<file path="src/rtl/muldiv_seq.sv">
// Sequential MIPS-style HI/LO multiply/divide unit: radix-2 shift-add multiply and restoring divide.
// Optional macro MULDIV_SIGNED_EN makes MULT/DIV signed (magnitude datapath, sign applied in FIX).
module muldiv_seq #(
   parameter int WIDTH = 32
) (
   input  logic             clk,
   input  logic             rst,
   input  logic             start,
   input  logic [2:0]       funct,
   input  logic [WIDTH-1:0] a,
   input  logic [WIDTH-1:0] b,
   output logic [WIDTH-1:0] result,
   output logic [WIDTH-1:0] hi,
   output logic [WIDTH-1:0] lo,
   output logic             busy,
   output logic             done,
   output logic             div_by_zero,
   output logic [1:0]       dbg_state
);

   localparam int CW = $clog2(WIDTH);

   typedef enum logic [1:0] {
      S_IDLE = 2'd0,
      S_RUN  = 2'd1,
      S_FIX  = 2'd2
   } state_t;

   // Handshake: start is a level sampled on rising clk; it is only acted on
   // while state is IDLE. done/div_by_zero are single-cycle registered pulses.

   state_t             state_q, state_d;
   logic [CW-1:0]      cnt_q, cnt_d;
   logic [2*WIDTH-1:0] acc_q, acc_d;
   logic [WIDTH-1:0]   dvsr_q, dvsr_d;
   logic               is_div_q, is_div_d;
   logic               dz_q, dz_d;
   logic [WIDTH-1:0]   hi_q, hi_d;
   logic [WIDTH-1:0]   lo_q, lo_d;
   logic               done_q, done_d;
   logic               dbz_q, dbz_d;

`ifdef MULDIV_SIGNED_EN
   logic neg_q, neg_d;
   logic rneg_q, rneg_d;
   logic sgn_op;
`endif

   logic [WIDTH-1:0]   mag_a, mag_b;
   logic               b_zero;
   logic [WIDTH:0]     mul_sum;
   logic [2*WIDTH-1:0] mul_next;
   logic [WIDTH:0]     rem_sh;
   logic [WIDTH+1:0]   div_diff;
   logic [2*WIDTH-1:0] div_next;
   logic [2*WIDTH-1:0] prod_fix;
   logic [WIDTH-1:0]   quo_fix, rem_fix;

   always_ff @(posedge clk or posedge rst) begin
      if (rst) begin
         state_q  <= S_IDLE;
         cnt_q    <= '0;
         acc_q    <= '0;
         dvsr_q   <= '0;
         is_div_q <= 1'b0;
         dz_q     <= 1'b0;
         hi_q     <= '0;
         lo_q     <= '0;
         done_q   <= 1'b0;
         dbz_q    <= 1'b0;
      end else begin
         state_q  <= state_d;
         cnt_q    <= cnt_d;
         acc_q    <= acc_d;
         dvsr_q   <= dvsr_d;
         is_div_q <= is_div_d;
         dz_q     <= dz_d;
         hi_q     <= hi_d;
         lo_q     <= lo_d;
         done_q   <= done_d;
         dbz_q    <= dbz_d;
      end
   end

`ifdef MULDIV_SIGNED_EN
   always_ff @(posedge clk or posedge rst) begin
      if (rst) begin
         neg_q  <= 1'b0;
         rneg_q <= 1'b0;
      end else begin
         neg_q  <= neg_d;
         rneg_q <= rneg_d;
      end
   end
`endif

   // Datapath steps, evaluated every cycle and selected by the FSM.
   always_comb begin
      b_zero = (b == '0);
`ifdef MULDIV_SIGNED_EN
      sgn_op = ~funct[0];
      mag_a  = (sgn_op && a[WIDTH-1]) ? -a : a;
      mag_b  = (sgn_op && b[WIDTH-1]) ? -b : b;
`else
      mag_a  = a;
      mag_b  = b;
`endif
      mul_sum  = {1'b0, acc_q[2*WIDTH-1:WIDTH]} + (acc_q[0] ? {1'b0, dvsr_q} : {(WIDTH+1){1'b0}});
      mul_next = {mul_sum, acc_q[WIDTH-1:1]};
      // Shifted partial remainder can reach 2*divisor-1, hence the extra bit.
      rem_sh   = acc_q[2*WIDTH-1:WIDTH-1];
      div_diff = {1'b0, rem_sh} - {2'b00, dvsr_q};
      div_next = div_diff[WIDTH+1] ? {acc_q[2*WIDTH-2:0], 1'b0}
                                   : {div_diff[WIDTH-1:0], acc_q[WIDTH-2:0], 1'b1};
`ifdef MULDIV_SIGNED_EN
      prod_fix = neg_q  ? -acc_q : acc_q;
      quo_fix  = neg_q  ? -acc_q[WIDTH-1:0] : acc_q[WIDTH-1:0];
      rem_fix  = rneg_q ? -acc_q[2*WIDTH-1:WIDTH] : acc_q[2*WIDTH-1:WIDTH];
`else
      prod_fix = acc_q;
      quo_fix  = acc_q[WIDTH-1:0];
      rem_fix  = acc_q[2*WIDTH-1:WIDTH];
`endif
   end

   always_comb begin
      state_d  = state_q;
      cnt_d    = cnt_q;
      acc_d    = acc_q;
      dvsr_d   = dvsr_q;
      is_div_d = is_div_q;
      dz_d     = dz_q;
      hi_d     = hi_q;
      lo_d     = lo_q;
      done_d   = 1'b0;
      dbz_d    = 1'b0;
`ifdef MULDIV_SIGNED_EN
      neg_d    = neg_q;
      rneg_d   = rneg_q;
`endif
      case (state_q)
         S_IDLE: begin
            if (start) begin
               case (funct)
                  3'b010: hi_d = a;
                  3'b011: lo_d = a;
                  3'b100, 3'b101: begin
                     state_d  = S_RUN;
                     cnt_d    = '0;
                     is_div_d = 1'b0;
                     dz_d     = 1'b0;
                     acc_d    = {{WIDTH{1'b0}}, mag_b};
                     dvsr_d   = mag_a;
`ifdef MULDIV_SIGNED_EN
                     neg_d    = sgn_op & (a[WIDTH-1] ^ b[WIDTH-1]);
                     rneg_d   = 1'b0;
`endif
                  end
                  3'b110, 3'b111: begin
                     state_d  = S_RUN;
                     cnt_d    = '0;
                     is_div_d = 1'b1;
                     dz_d     = b_zero;
                     // Divide by zero runs on the raw dividend so the
                     // restoring loop leaves hi = a and lo = all ones.
                     acc_d    = {{WIDTH{1'b0}}, b_zero ? a : mag_a};
                     dvsr_d   = mag_b;
`ifdef MULDIV_SIGNED_EN
                     neg_d    = sgn_op & ~b_zero & (a[WIDTH-1] ^ b[WIDTH-1]);
                     rneg_d   = sgn_op & ~b_zero & a[WIDTH-1];
`endif
                  end
                  default: ;
               endcase
            end
         end
         S_RUN: begin
            acc_d = is_div_q ? div_next : mul_next;
            cnt_d = cnt_q + CW'(1);
            if (cnt_q == CW'(WIDTH - 1)) begin
               state_d = S_FIX;
            end
         end
         S_FIX: begin
            if (is_div_q) begin
               hi_d = rem_fix;
               lo_d = quo_fix;
            end else begin
               hi_d = prod_fix[2*WIDTH-1:WIDTH];
               lo_d = prod_fix[WIDTH-1:0];
            end
            done_d  = 1'b1;
            dbz_d   = dz_q;
            state_d = S_IDLE;
         end
         default: state_d = S_IDLE;
      endcase
   end

   always_comb begin
      case (funct)
         3'b000:  result = hi_q;
         3'b001:  result = lo_q;
         default: result = '0;
      endcase
   end

   assign hi          = hi_q;
   assign lo          = lo_q;
   assign busy        = (state_q != S_IDLE);
   assign done        = done_q;
   assign div_by_zero = dbz_q;
   assign dbg_state   = state_q;

endmodule

</file>
<file path="config.mk">
export PLATFORM = sky130hd
export DESIGN_NAME = muldiv_seq
export DESIGN_NICKNAME = d
export VERILOG_FILES = /design/src/rtl/muldiv_seq.sv
export SDC_FILE = /design/constraint.sdc
export NUM_CORES = 1
export LEC_CHECK = 0
export CORE_UTILIZATION = 45
export CTS_CLUSTER_DIAMETER = 40
export DETAILED_ROUTE_END_ITERATION = 10
export PLACE_DENSITY = 0.68
export SLEW_MARGIN = 20
export SYNTH_ARGS = -nofsm -noshare
export SYNTH_HDL_FRONTEND = slang
export SYNTH_SLANG_ARGS = --single-unit
export TNS_END_PERCENT = 30
</file>
<file path="constraint.sdc">
create_clock -name clk -period 7.2 [get_ports clk]
set_input_delay 1.08 -clock clk [delete_from_list [all_inputs] [get_ports clk]]
set_output_delay 1.08 -clock clk [all_outputs]
set_load 0.005 [all_outputs]
</file>
==> run_results.csv <==
group,metric,value,unit
synth,ys_ff_latch,171,
worst_setup_path,end_kind,"flip-flop",
cells_and_area,fin_area,14900,um^2
cts,htreeDepth,4,
global_routing,track_usage,0.290,
cts,cts.path.max_buffers,2,
pwr,power_frac_seq,0.263,
cts,numCtsBuffers,17,
cells_and_area,fillCellCount,2532,
pwr,swShare,0.470,
routing,wl_per_cell,19.9,um
global_routing,antenna_found_initial,3,
die,die_x,168,um
die,die_area,28300,um^2
worst_hold_path,hold_class,"reg2reg",
cts,cts.sinks,171,
pwr,power_frac_comb,0.622,
worst_setup_path,reg2reg_slack,3.02,ns
cts,cts_tree,"yes",
cells_and_area,area_growth_syn_to_layout,20.4,%
global_routing,grt_pass1_vias,11402,
worst_setup_path,crit_path_start,"acc_q[0]",
synth,syn_area_per_cell,7.95,um^2
routing,finalWirelength,40500,um
synth,syn_area,12400,um^2
synth,syn_nets,1699,
die,std_cell_rows,60,
die,start_util,0.459,
pwr,clock_power_share,0.115,
sta,tns,0,ns
cells_and_area,multi_input_area,7620,um^2
sta,worst_pin_slew,1.06,ns
cells_and_area,drive_above_1_share,0.0617,
pwr,p_per_area,534,nW/um^2
worst_setup_path,critical_path_class,"reg2reg",
sta,slew_headroom,0.290,
worst_setup_path,timing.rr.end,"acc_q[63]",
cts,worstSkewPairLatency,0.43,ns
synth,ys_seq_area_frac,0.345,
sta,fin_skew,0.0143,ns
die,core,27000,um^2
placement,gp_congestion,0.940,
die,ios,171,
global_routing,gr-total-overflow,0,
sta,period_share,0.580,
synth,yosysWarnings,0,
synth,ys_async_sr_fraction,1.00,
worst_setup_path,critical_path.endpoint,"acc_q[63]",
pwr,p_total,0.00798,W
cts,post_cts_buffers,0,
global_routing,grtUsageMet3,0.0421,
routing,drt-pass1-iter-count,5,
cells_and_area,final_cell_mix,"nand2_1, dfrtp_1, clkdlybuf4s50_1",
cts,ctsResizeCount,0,
worst_setup_path,startpoint_type,"flip-flop",
die,fp.dieH,168,um
sta,drv_slew,0,
outcome,status,"finished, final reports clean",
placement,placed_cell_area,14400,um^2
routing,viasPerCell,5.94,
synth,synth.distinct_cells,75,
cts,postCtsHoldBufs,0,
worst_setup_path,r2r-start,"acc_q[0]",
placement,portBuffers,170,
cts,root_buffer,"clkbuf_16",
routing,drt_iter0_markers,1045,
global_routing,use_met1,0.378,
routing,drc_errors,0,
cells_and_area,layout.nets,1811,
global_routing,gr-usage-met2,0.470,
worst_setup_path,crit_required,7.55,ns
global_routing,grt_start_max_net_pins,73,
global_routing,top_usage_layer,"met2",
synth,syn_inst,1561,
pwr,p_sw,0.00376,W
sta,setup_viol,0,
pwr,intPower,0.00423,W
placement,dp_hpwl,29900,um
synth,synthFlopType,"dfrtp_1",
worst_setup_path,r2r_cells,13,
worst_setup_path,cp.arrival,4.52,ns
pwr,irDropWorstVdd,0.000199,V
synth,synth-edff-count,0,
run,maxCapViolations,0,
cells_and_area,final_common_cell,"nand2_1",
sta,fmax,240,MHz
cts,clkTransAtPathRegs,0.07,ns
routing,routed-via-count,12056,
sta,hold_viol_final,0,
cells_and_area,ff_latch_area,4280,um^2
worst_setup_path,worst-path-max-fanout,35,
sta,finalCriticalPeriod,4.18,ns
sta,rsz0062_at_grt,"false",
global_routing,grt_first_pass_wirelength,63900,um
routing,drt.antenna.violating_nets,0,
pwr,p_leak,6.46,nW
final cells by class:
type,instances,share of cell area
multi-input cells,1240,0.510
flip-flops and latches,171,0.286
repair buffers,187,0.122
well taps,341,0.0285
clock buffers,17,0.0285
inverters,56,0.0144
clock inverters,14,0.00979
diodes,3,0.000502
metal layers:
metal | vias to the layer above | wire length (um) | share of wire
met4 | 0 | 1920 | 0.047
li1 | 5802 | - | -
met3 | 82 | 2300 | 0.057
met5 | - | 0 | 0
met1 | 5741 | 17300 | 0.43
met2 | 431 | 19000 | 0.47
how the worst min path moves through the flow:
stage,startpoint,to,slack (ns),depth (start not counted)
finish,dz_q,dz_q,0.49,2
global route,dz_q,dz_q,0.52,2
CTS,dz_q,dz_q,0.49,2
detailed placement,dz_q,dz_q,0.46,2
global placement,dz_q,dz_q,0.49,2
floorplan,dz_q,dz_q,0.43,2
power groups by stage:
stage | Clock (W) | Combinational, W | Sequential, W
floorplan | 0 | 0.00360 | 0.00183
global placement | 0 | 0.00484 | 0.00210
detailed placement | 0 | 0.00490 | 0.00211
CTS | 0.000934 | 0.00493 | 0.00210
global route | 0.000978 | 0.00551 | 0.00216
finish | 0.000921 | 0.00496 | 0.00210
critical path: stages (launching register included):
cell	delay [ns]
dfrtp_1	1.05
and2_1	0.24
ha_1	0.20
inv_1	0.07
fa_1	0.38
nand2b_1	0.19
a21oi_1	0.32
o211ai_1	0.15
nand2_1	0.16
o41ai_2	0.14
o31ai_1	0.50
nand4_1	0.16
a2111o_1	0.38
a21oi_1	0.16
per-stage QoR:
stage	utilization	hold slack, ns	std cells	worst slack, ns
floorplan	-	0.435	1561	1.49
global placement	0.532	0.489	1995	3.27
detailed placement	0.532	0.462	1995	3.13
CTS	0.553	0.489	2026	3.09
global route	0.553	0.523	2029	2.83
finish	0.553	0.488	2029	3.02
flip-flops by register name, indices dropped and copies added, names as in the netlist, 2 cells and up:
signal and flops:
lo 32, dvsr_q 32, acc_q 64, hi 32, dbg_state 2, cnt_q 5
kinds of logic after synthesis:
group,count (synthesis),share of synthesized area
and+or+nand+nor,544,0.198
muxes,53,0.0459
buffers and inverters,150,0.0458
adders and majority gates,68,0.0698
AOI/OAI and AO/OA,524,0.260
DFF,171,0.345
xor gates and xnor gates,51,0.0360
synth_stat cells, types with 35 or more instances:
master    instances  area share
a21oi_1         165       0.067
a22o_1           35       0.025
a31oi_1          43       0.022
and2_1           35       0.018
clkbuf_1         77       0.023
dfrtp_1         171        0.34
ha_1             66       0.067
inv_1            55       0.017
nand2_1         250       0.076
nand3_1          49       0.020
nor2_1          105       0.032
nor2b_1          39       0.020
o21ai_0         131       0.053
(Power assumes the default switching activity.)
